===== src/rtl/uart_rx_rtl.sv =====
`timescale 1ns/1ps
// -----------------------------------------------------------------------------
// uart_rx_rtl
// Serial UART receiver: 1 start bit, N data bits (LSB first), optional even
// parity bit, 1 stop bit. Each correctly framed word is delivered on o_data
// with a single-cycle o_dv pulse. Baud timing is derived from CLK_FREQ/BR, so
// it pairs directly with a transmitter built from the same parameters.
//
// Optional feature macro: UART_RX_PARITY_EN
//   When defined, an even-parity bit is expected after the last data bit and
//   the o_parity_err port is present.
//
// Ports:
//   i_clk        in   system clock, rising edge
//   rst_n        in   asynchronous reset, active low
//   rx           in   serial line (asynchronous, idle high)
//   o_data       out  [N] last correctly framed word
//   o_dv         out  1-cycle pulse, o_data updated this cycle
//   o_frame_err  out  1-cycle pulse, stop bit sampled low, frame dropped
//   o_parity_err out  1-cycle pulse, parity mismatch (UART_RX_PARITY_EN only)
//   rx_busy      out  high whenever the receiver is not idle
// -----------------------------------------------------------------------------
module uart_rx_rtl #(
  parameter int N        = 8,
  parameter int BR       = 9600,
  parameter int CLK_FREQ = 50000000
) (
  input  logic         i_clk,
  input  logic         rst_n,
  input  logic         rx,
  output logic [N-1:0] o_data,
  output logic         o_dv,
  output logic         o_frame_err,
`ifdef UART_RX_PARITY_EN
  output logic         o_parity_err,
`endif
  output logic         rx_busy
);

  localparam int CLK_PER_B = CLK_FREQ / BR;
  localparam int HALF_B    = CLK_PER_B / 2;
  localparam int CW        = (CLK_PER_B > 2) ? $clog2(CLK_PER_B) : 1;
  localparam int IW        = (N > 1) ? $clog2(N) : 1;

  localparam logic [CW-1:0] BIT_LAST  = CW'(CLK_PER_B - 1);
  localparam logic [CW-1:0] HALF_LAST = CW'(HALF_B - 1);
  localparam logic [IW-1:0] IDX_LAST  = IW'(N - 1);

`ifdef UART_RX_PARITY_EN
  typedef enum logic [2:0] {
    IDLE, START, DATA_BITS, PARITY, STOP, CLEANUP
  } state_t;
`else
  typedef enum logic [2:0] {
    IDLE, START, DATA_BITS, STOP, CLEANUP
  } state_t;
`endif

  state_t        state_q;
  logic [CW-1:0] cnt_q;
  logic [IW-1:0] idx_q;
  logic [N-1:0]  shift_q;
  logic [N-1:0]  data_q;
  logic          dv_q;
  logic          ferr_q;
  logic          rx_s1_q;  // first synchroniser stage
  logic          rx_s_q;   // synchronised line, the only copy used for sampling
  logic          rx_d_q;   // one cycle older copy, for falling-edge detection
`ifdef UART_RX_PARITY_EN
  logic          par_q;
  logic          perr_q;
`endif

  // Next shift value: new bit enters at the MSB so that after N samples the
  // first-received bit sits at bit 0. Written this way so N==1 also works.
  logic [N-1:0] shift_d;
  assign shift_d = (shift_q >> 1) | (N'(rx_s_q) << (N - 1));

  // Synchroniser and edge-detect flops; they reset high to match idle line.
  always_ff @(posedge i_clk or negedge rst_n) begin
    if (!rst_n) begin
      rx_s1_q <= 1'b1;
      rx_s_q  <= 1'b1;
      rx_d_q  <= 1'b1;
    end else begin
      rx_s1_q <= rx;
      rx_s_q  <= rx_s1_q;
      rx_d_q  <= rx_s_q;
    end
  end

  always_ff @(posedge i_clk or negedge rst_n) begin
    if (!rst_n) begin
      state_q <= IDLE;
      cnt_q   <= '0;
      idx_q   <= '0;
      shift_q <= '0;
      data_q  <= '0;
      dv_q    <= 1'b0;
      ferr_q  <= 1'b0;
`ifdef UART_RX_PARITY_EN
      par_q   <= 1'b0;
      perr_q  <= 1'b0;
`endif
    end else begin
      // Status outputs are single-cycle pulses.
      dv_q   <= 1'b0;
      ferr_q <= 1'b0;
`ifdef UART_RX_PARITY_EN
      perr_q <= 1'b0;
`endif
      case (state_q)
        IDLE: begin
          cnt_q <= '0;
          // Only a high-to-low transition arms the receiver; a held-low
          // line (break) never produces a new start.
          if (!rx_s_q && rx_d_q) begin
            state_q <= START;
          end
        end

        START: begin
          if (cnt_q == HALF_LAST) begin
            cnt_q <= '0;
            idx_q <= '0;
            // Still low at mid-start: genuine start bit. Otherwise a glitch.
            state_q <= rx_s_q ? IDLE : DATA_BITS;
          end else begin
            cnt_q <= cnt_q + 1'b1;
          end
        end

        DATA_BITS: begin
          if (cnt_q == BIT_LAST) begin
            cnt_q   <= '0;
            shift_q <= shift_d;
            if (idx_q == IDX_LAST) begin
`ifdef UART_RX_PARITY_EN
              state_q <= PARITY;
`else
              state_q <= STOP;
`endif
            end else begin
              idx_q <= idx_q + 1'b1;
            end
          end else begin
            cnt_q <= cnt_q + 1'b1;
          end
        end

`ifdef UART_RX_PARITY_EN
        PARITY: begin
          if (cnt_q == BIT_LAST) begin
            cnt_q   <= '0;
            par_q   <= rx_s_q;
            state_q <= STOP;
          end else begin
            cnt_q <= cnt_q + 1'b1;
          end
        end
`endif

        STOP: begin
          if (cnt_q == BIT_LAST) begin
            cnt_q   <= '0;
            state_q <= CLEANUP;
            if (rx_s_q) begin
              data_q <= shift_q;
              dv_q   <= 1'b1;
`ifdef UART_RX_PARITY_EN
              // Even parity: data bits plus parity bit must XOR to zero.
              perr_q <= ^{shift_q, par_q};
`endif
            end else begin
              // Frame error wins: word discarded, no parity report.
              ferr_q <= 1'b1;
            end
          end else begin
            cnt_q <= cnt_q + 1'b1;
          end
        end

        // One cycle while the pulse set above is visible. Entered at
        // mid-stop-bit, so the next start edge is never missed.
        CLEANUP: begin
          state_q <= IDLE;
        end

        default: begin
          state_q <= IDLE;
          cnt_q   <= '0;
        end
      endcase
    end
  end

  assign o_data      = data_q;
  assign o_dv        = dv_q;
  assign o_frame_err = ferr_q;
`ifdef UART_RX_PARITY_EN
  assign o_parity_err = perr_q;
`endif
  assign rx_busy     = (state_q != IDLE);

endmodule


===== config.mk =====
export PLATFORM = sky130hd
export DESIGN_NAME = uart_rx_rtl
export DESIGN_NICKNAME = d
export VERILOG_FILES = /design/src/rtl/uart_rx_rtl.sv
export SDC_FILE = /design/constraint.sdc
export NUM_CORES = 1
export LEC_CHECK = 0
export CAP_MARGIN = 25
export CORE_ASPECT_RATIO = 2
export CORE_UTILIZATION = 52
export CTS_CLUSTER_SIZE = 12
export DETAILED_ROUTE_END_ITERATION = 8
export PLACE_DENSITY = 0.75
export SETUP_SLACK_MARGIN = 0.2
export SYNTH_ARGS = -nofsm -noshare
export SYNTH_HDL_FRONTEND = slang
export SYNTH_SLANG_ARGS = --single-unit

===== constraint.sdc =====
create_clock -name i_clk -period 2 [get_ports i_clk]
set_clock_uncertainty 0.2 [all_clocks]
set_input_delay 0.3 -clock i_clk [delete_from_list [all_inputs] [get_ports i_clk]]
set_output_delay 0.3 -clock i_clk [all_outputs]
set_load 0.05 [all_outputs]

Yosys cells after proc, flatten, opt, wreduce, memory -nomap -nowiden
Cells that the tools add are included.
{"block": "totals", "reg_bits": 40, "latch_bits": 0, "ram_bits": 0, "mem_bits_ro": 0, "in_bits": 3, "output_inout_bits": 11, "n_memories": 0}
{"block": "op_classes", "n_addsub": 2, "n_mul": 0, "div_mod_pow": 0, "order_cmp": 0, "n_eq_ne": 13, "n_shift": 0, "mux": 20, "bitwise_logic": 1, "n_reduce_logical": 10}
{"cell": "13-bit one-hot mux with 3 select lines", "count": 1}
{"cell": "13-bit 2-to-1 mux", "count": 2}
{"cell": "3-bit 2-to-1 mux", "count": 8}
{"cell": "13-bit by 1-bit adder with 13-bit output (second input constant)", "count": 1}
{"cell": "13-bit by 12-bit == test with 1-bit output (second input constant)", "count": 1}
{"cell": "13-bit == test (second input constant)", "count": 1}
{"cell": "2-bit inequality test (second input constant)", "count": 6}
{"cell": "3-bit one-hot mux with 4 select lines", "count": 1}
{"cell": "7-bit by 8-bit OR with 8-bit output", "count": 1}
{"cell": "3-bit by 2-bit == test with 1-bit output (second input constant)", "count": 2}
{"cell": "3-bit == test (second input constant)", "count": 2}
{"cell": "1-bit 2-to-1 mux", "count": 6}
{"cell": "3-bit one-hot mux with 2 select lines", "count": 1}
{"cell": "5-bit AND reduction", "count": 1}
{"cell": "4-bit AND reduction", "count": 1}
{"cell": "3-bit by 1-bit adder with 3-bit output (second input constant)", "count": 1}
{"cell": "3-bit by 1-bit == test with 1-bit output (second input constant)", "count": 1}
{"cell": "3-bit logical NOT", "count": 1}
{"cell": "3-bit AND reduction", "count": 1}
{"cell": "3-bit nonzero test", "count": 1}
{"cell": "2-bit 2-to-1 mux", "count": 1}
{"cell": "2-bit AND reduction", "count": 1}
{"cell": "2-bit nonzero test", "count": 1}
{"cell": "2-bit OR reduction", "count": 1}
{"cell": "2 further kinds", "count": 2}

Logic depth before layout (Yosys ltp)
{"block": "logic_depth", "word_depth": 4, "ltp_mapped": 7, "mapped_depth_nobuf": 6}

Worst setup path after synthesis
No wires, ideal clock.
{"block": "synth_timing", "path_type": "register to register", "from": "register cnt_q[5]", "to": "register data_q[0] (netlist: o_data[0])", "arrival_time_ns": 1.849, "setup_slack_ns": -0.174, "path_stages_with_launch": 6, "period_less_slack_ns": 2.174, "path_cell_list": "dfrtp_1 -> buf_2 -> or4_4 -> nor4_4 -> nand4_4 -> mux2_4"}
{"block": "synth_between", "elab_chain_len": 2}
{"element": "start: declaration", "line": "60", "rtl": "logic [CW-1:0] cnt_q;"}
{"element": "start signal: assignment", "line": "129", "rtl": "cnt_q <= cnt_q + 1'b1;"}
{"element": "start signal: assignment", "line": "147", "rtl": "cnt_q <= cnt_q + 1'b1;"}
{"element": "start signal: assignment", "line": "179", "rtl": "cnt_q <= cnt_q + 1'b1;"}
{"element": "13-bit == test", "line": "164", "rtl": "if (cnt_q == BIT_LAST) begin"}
{"element": "3-bit AND reduction (no line)"}
{"element": "end signal: assignment", "line": "168", "rtl": "data_q <= shift_q;"}
{"element": "end: declaration", "line": "63", "rtl": "logic [N-1:0] data_q;"}
Every way passes these cells.
A chain may end at the register's enable or synchronous reset.

Worst setup path in the final report
{"block": "layout_timing", "from": "register cnt_q[3]", "to": "register idx_q[0]"}
{"block": "layout_between", "elab_chain_len": 3}
{"element": "13-bit == test / 13-bit by 12-bit == test with 1-bit output (equally long branches)", "line": "134, 123"}
{"element": "2-bit inequality test (no line)"}
{"element": "4-bit AND reduction (no line) *"}
{"element": "end signal: assignment", "line": "144", "rtl": "idx_q <= idx_q + 1'b1;"}
{"element": "end: declaration", "line": "61", "rtl": "logic [IW-1:0] idx_q;"}
Every way passes the cells marked *; elsewhere a longest branch is shown, timed or not.

==> results.toml <==
[detailed_routing]
drc = 0
detail_route.wl_per_cell_um = 17.4
drt_pass1_iterations = 4
drt_iter0_markers = 36
ant_nets = 0
wl_mm = 4.76
via_count = 1569
via_per_inst = 5.73

[floorplanning]
dieArea_um2 = 4040
core-area_um2 = 3610
fp.dieH_um = 88.8
num_io_pins = 14
initial_core_util_pct = 54.4
rows = 31
die_w_um = 45.4

[layout]
fin_cells = 274
antenna_cells = 0
final_common_cell = "dfrtp_1"
final_nets = 230
drive_gt1_share_pct = 40.4
final_cell_mix = "dfrtp_1 (37), buf_4 (36), nand2_1 (17)"
multiInputGateArea_um2 = 958
utilization_pct = 74.3
fillers = 240
seqCellArea_um2 = 1000
area_growth_pct = 36.8

[yosys]
async_reset_ff_share_pct = 100
synth_seq_cells = 40
synth_nets = 178
synth_top_area_share_pct = 47.2
yosysTopAreaCell = "dfrtp_1"
syn_inst = 172
netlist_top_cells_area = "dfrtp_1 (47%), mux2_4 (6.1%), dfstp_2 (4.0%)"
synth.distinct_cells = 49
synth-main-ff-cell = "dfrtp_1"
synth_area_per_cell_um2 = 11.4
synth_edf_count = 0
seq_area_frac_synth_pct = 51.2
yosysWarnings = 0
synth_area_um2 = 1960

[worst_setup_path]
start_kind = "flop"
crit_chain = "or4b_4 > nor4_4 > buf_4 > nand2_4 > buf_12 > o211ai_1 > o31ai_1"
worstSetupEndpointType = "flop"
max_stage_delay_ns = 0.57
setup.worst_path.class = "reg2reg"
crit_slowest_cell = "or4b_4"
cp_data_required_time_ns = 1.96
arrival_ns = 2.16
crit_fanout = 6

[clocking]
cts_buffer_depth = 2
cts_root_buf = "clkbuf_8"
cts.sink_count = 40
cts_tree = "yes"
clock_tree.htree_level_count = 2
clock_latency_ns = 0.29
numCtsBuffers = 5
path_clk_slew_ns = 0.08

[sta]
fin_crit_sh_pct = 110
relSlewSlack_pct = 66.8
holdWs_ns = 0.159
worst_slew_pin_slew_ns = 0.498
setup_viol = 33
fin_crit_ns = 2.20
finalHoldViolCount = 0
worst_slack_ns = -0.205
fin_tns_setup_ns = -3.86
grt_setup_unrepaired = "yes"
drv_slew = 0
fmax_ghz = 0.454

[power]
p_per_area_nw_per_um2 = 712
max-vdd-ir-drop_mv = 0.721
p_leak_nw = 1.38

[global_routing]
use_met1_pct = 23.2
grt-ovfl-total = 0
grt_pass1_wl_mm = 7.49
grt.busiest_layer = "met2"
grtUsageTotal_pct = 25.7
grt_pass1_vias = 1682
grt_use_met3_pct = 3.88
grt_max_degree = 41
antenna_found_initial = 0
use_met2_pct = 50.9

[flow_run]
maxCapViolCount = 0

[place]
dp_slack_ns = -0.199
dp_hpwl_mm = 3.23
io_buffers = 13
place.gp.congestion = 0.918
numPlacedInstances = 257

[status]
run_status = "finished with violations"
failed_checks = "setup timing"

[min_path]
hp-class = "reg2reg"
-- synthesized netlist by cell type, types with 4 or more instances --
cell type,count
dfrtp_1,37
nand2_1,19
nor2_1,9
mux2_4,8
a21oi_1,7
mux2_2,7
buf_2,6
inv_1,6
a22o_1,4
a31oi_1,4
-- power by group --
group	switching (mW)	leakage, nW	internal [mW]
clock	0.284	0.0784	0.624
sequential	0.0135	0.546	0.829
combinational	0.0858	0.754	0.0708
-- cell type report --
type | instances | share of cell area (%)
clock buffer | 5 | 2.57
timing repair buffer | 54 | 17.7
multi-input combinational | 117 | 35.7
clock inverter | 3 | 3.36
tap | 49 | 2.29
inverter | 6 | 0.840
sequential | 40 | 37.5
-- worst max-delay path: cells and delay by family (launching register included) --
family          cells  cell delay (ns)
buf+inv             2             0.33
flops               1             0.40
compound gates      2             0.32
simple gates        3             0.82
-- routing by layer --
| layer | vias up | wire (um) | part of all wire (%) |
|---|---|---|---|
| met4 | 0 | 155 | 3.3 |
| met3 | 16 | 149 | 3.1 |
| met5 | - | 0 | 0 |
| met2 | 56 | 2930 | 61 |
| met1 | 774 | 1530 | 32 |
| li1 | 723 | - | - |
-- sequential cells by signal, indices dropped and copies added, names as in the netlist --
signal	flops
o_data	8
rx_s_q	1
state_q	3
cnt_q	13
rx_d_q	1
rx_s1_q	1
o_dv	1
o_frame_err	1
shift_q	8
idx_q	3
-- path summary, 6_finish.rpt --
| check | startpoint | endpoint | slack (ns) | cells after the start |
|---|---|---|---|---|
| setup reg to reg | cnt_q[3] | idx_q[0] | -0.20 | 7 |
| max in group asynchronous | rst_n | rx_d_q | 0.82 | 3 |
| hold / removal | rx_s1_q | rx_s_q | 0.16 | 0 |
| min in group asynchronous | rst_n | o_data[5] | 0.41 | 3 |
| setup / recovery | cnt_q[3] | idx_q[0] | -0.20 | 7 |
| hold reg to reg | rx_s1_q | rx_s_q | 0.16 | 0 |
-- through the flow --
stage	instance area, um2	power (mW)
after floorplan	1990	0.929
after global placement	2350	0.996
after detailed placement	2350	1.00
after CTS	2590	1.91
after global routing	2680	1.97
final	2680	1.91
-- logic make-up after synthesis --
group	count (synthesis)	synth area share, %
and+or+nand+nor	67	21.8
buffers and inverters	15	3.32
muxes	18	11.7
AOI/OAI and AO/OA	26	8.61
DFF	40	51.2
xor gates and xnor gates	3	1.34
adders and majority gates	3	1.91
-- timing repair --
item | CTS | global route
hold endpoints to repair | 37 | 0
pin swaps | 4 | 3
buffers inserted | 3 | 4
gates cloned | 0 | 1
hold buffers | 1 | 0
setup endpoints to repair | 42 | 38
gates resized for setup | 19 | 8
(Power assumes the default switching activity.)
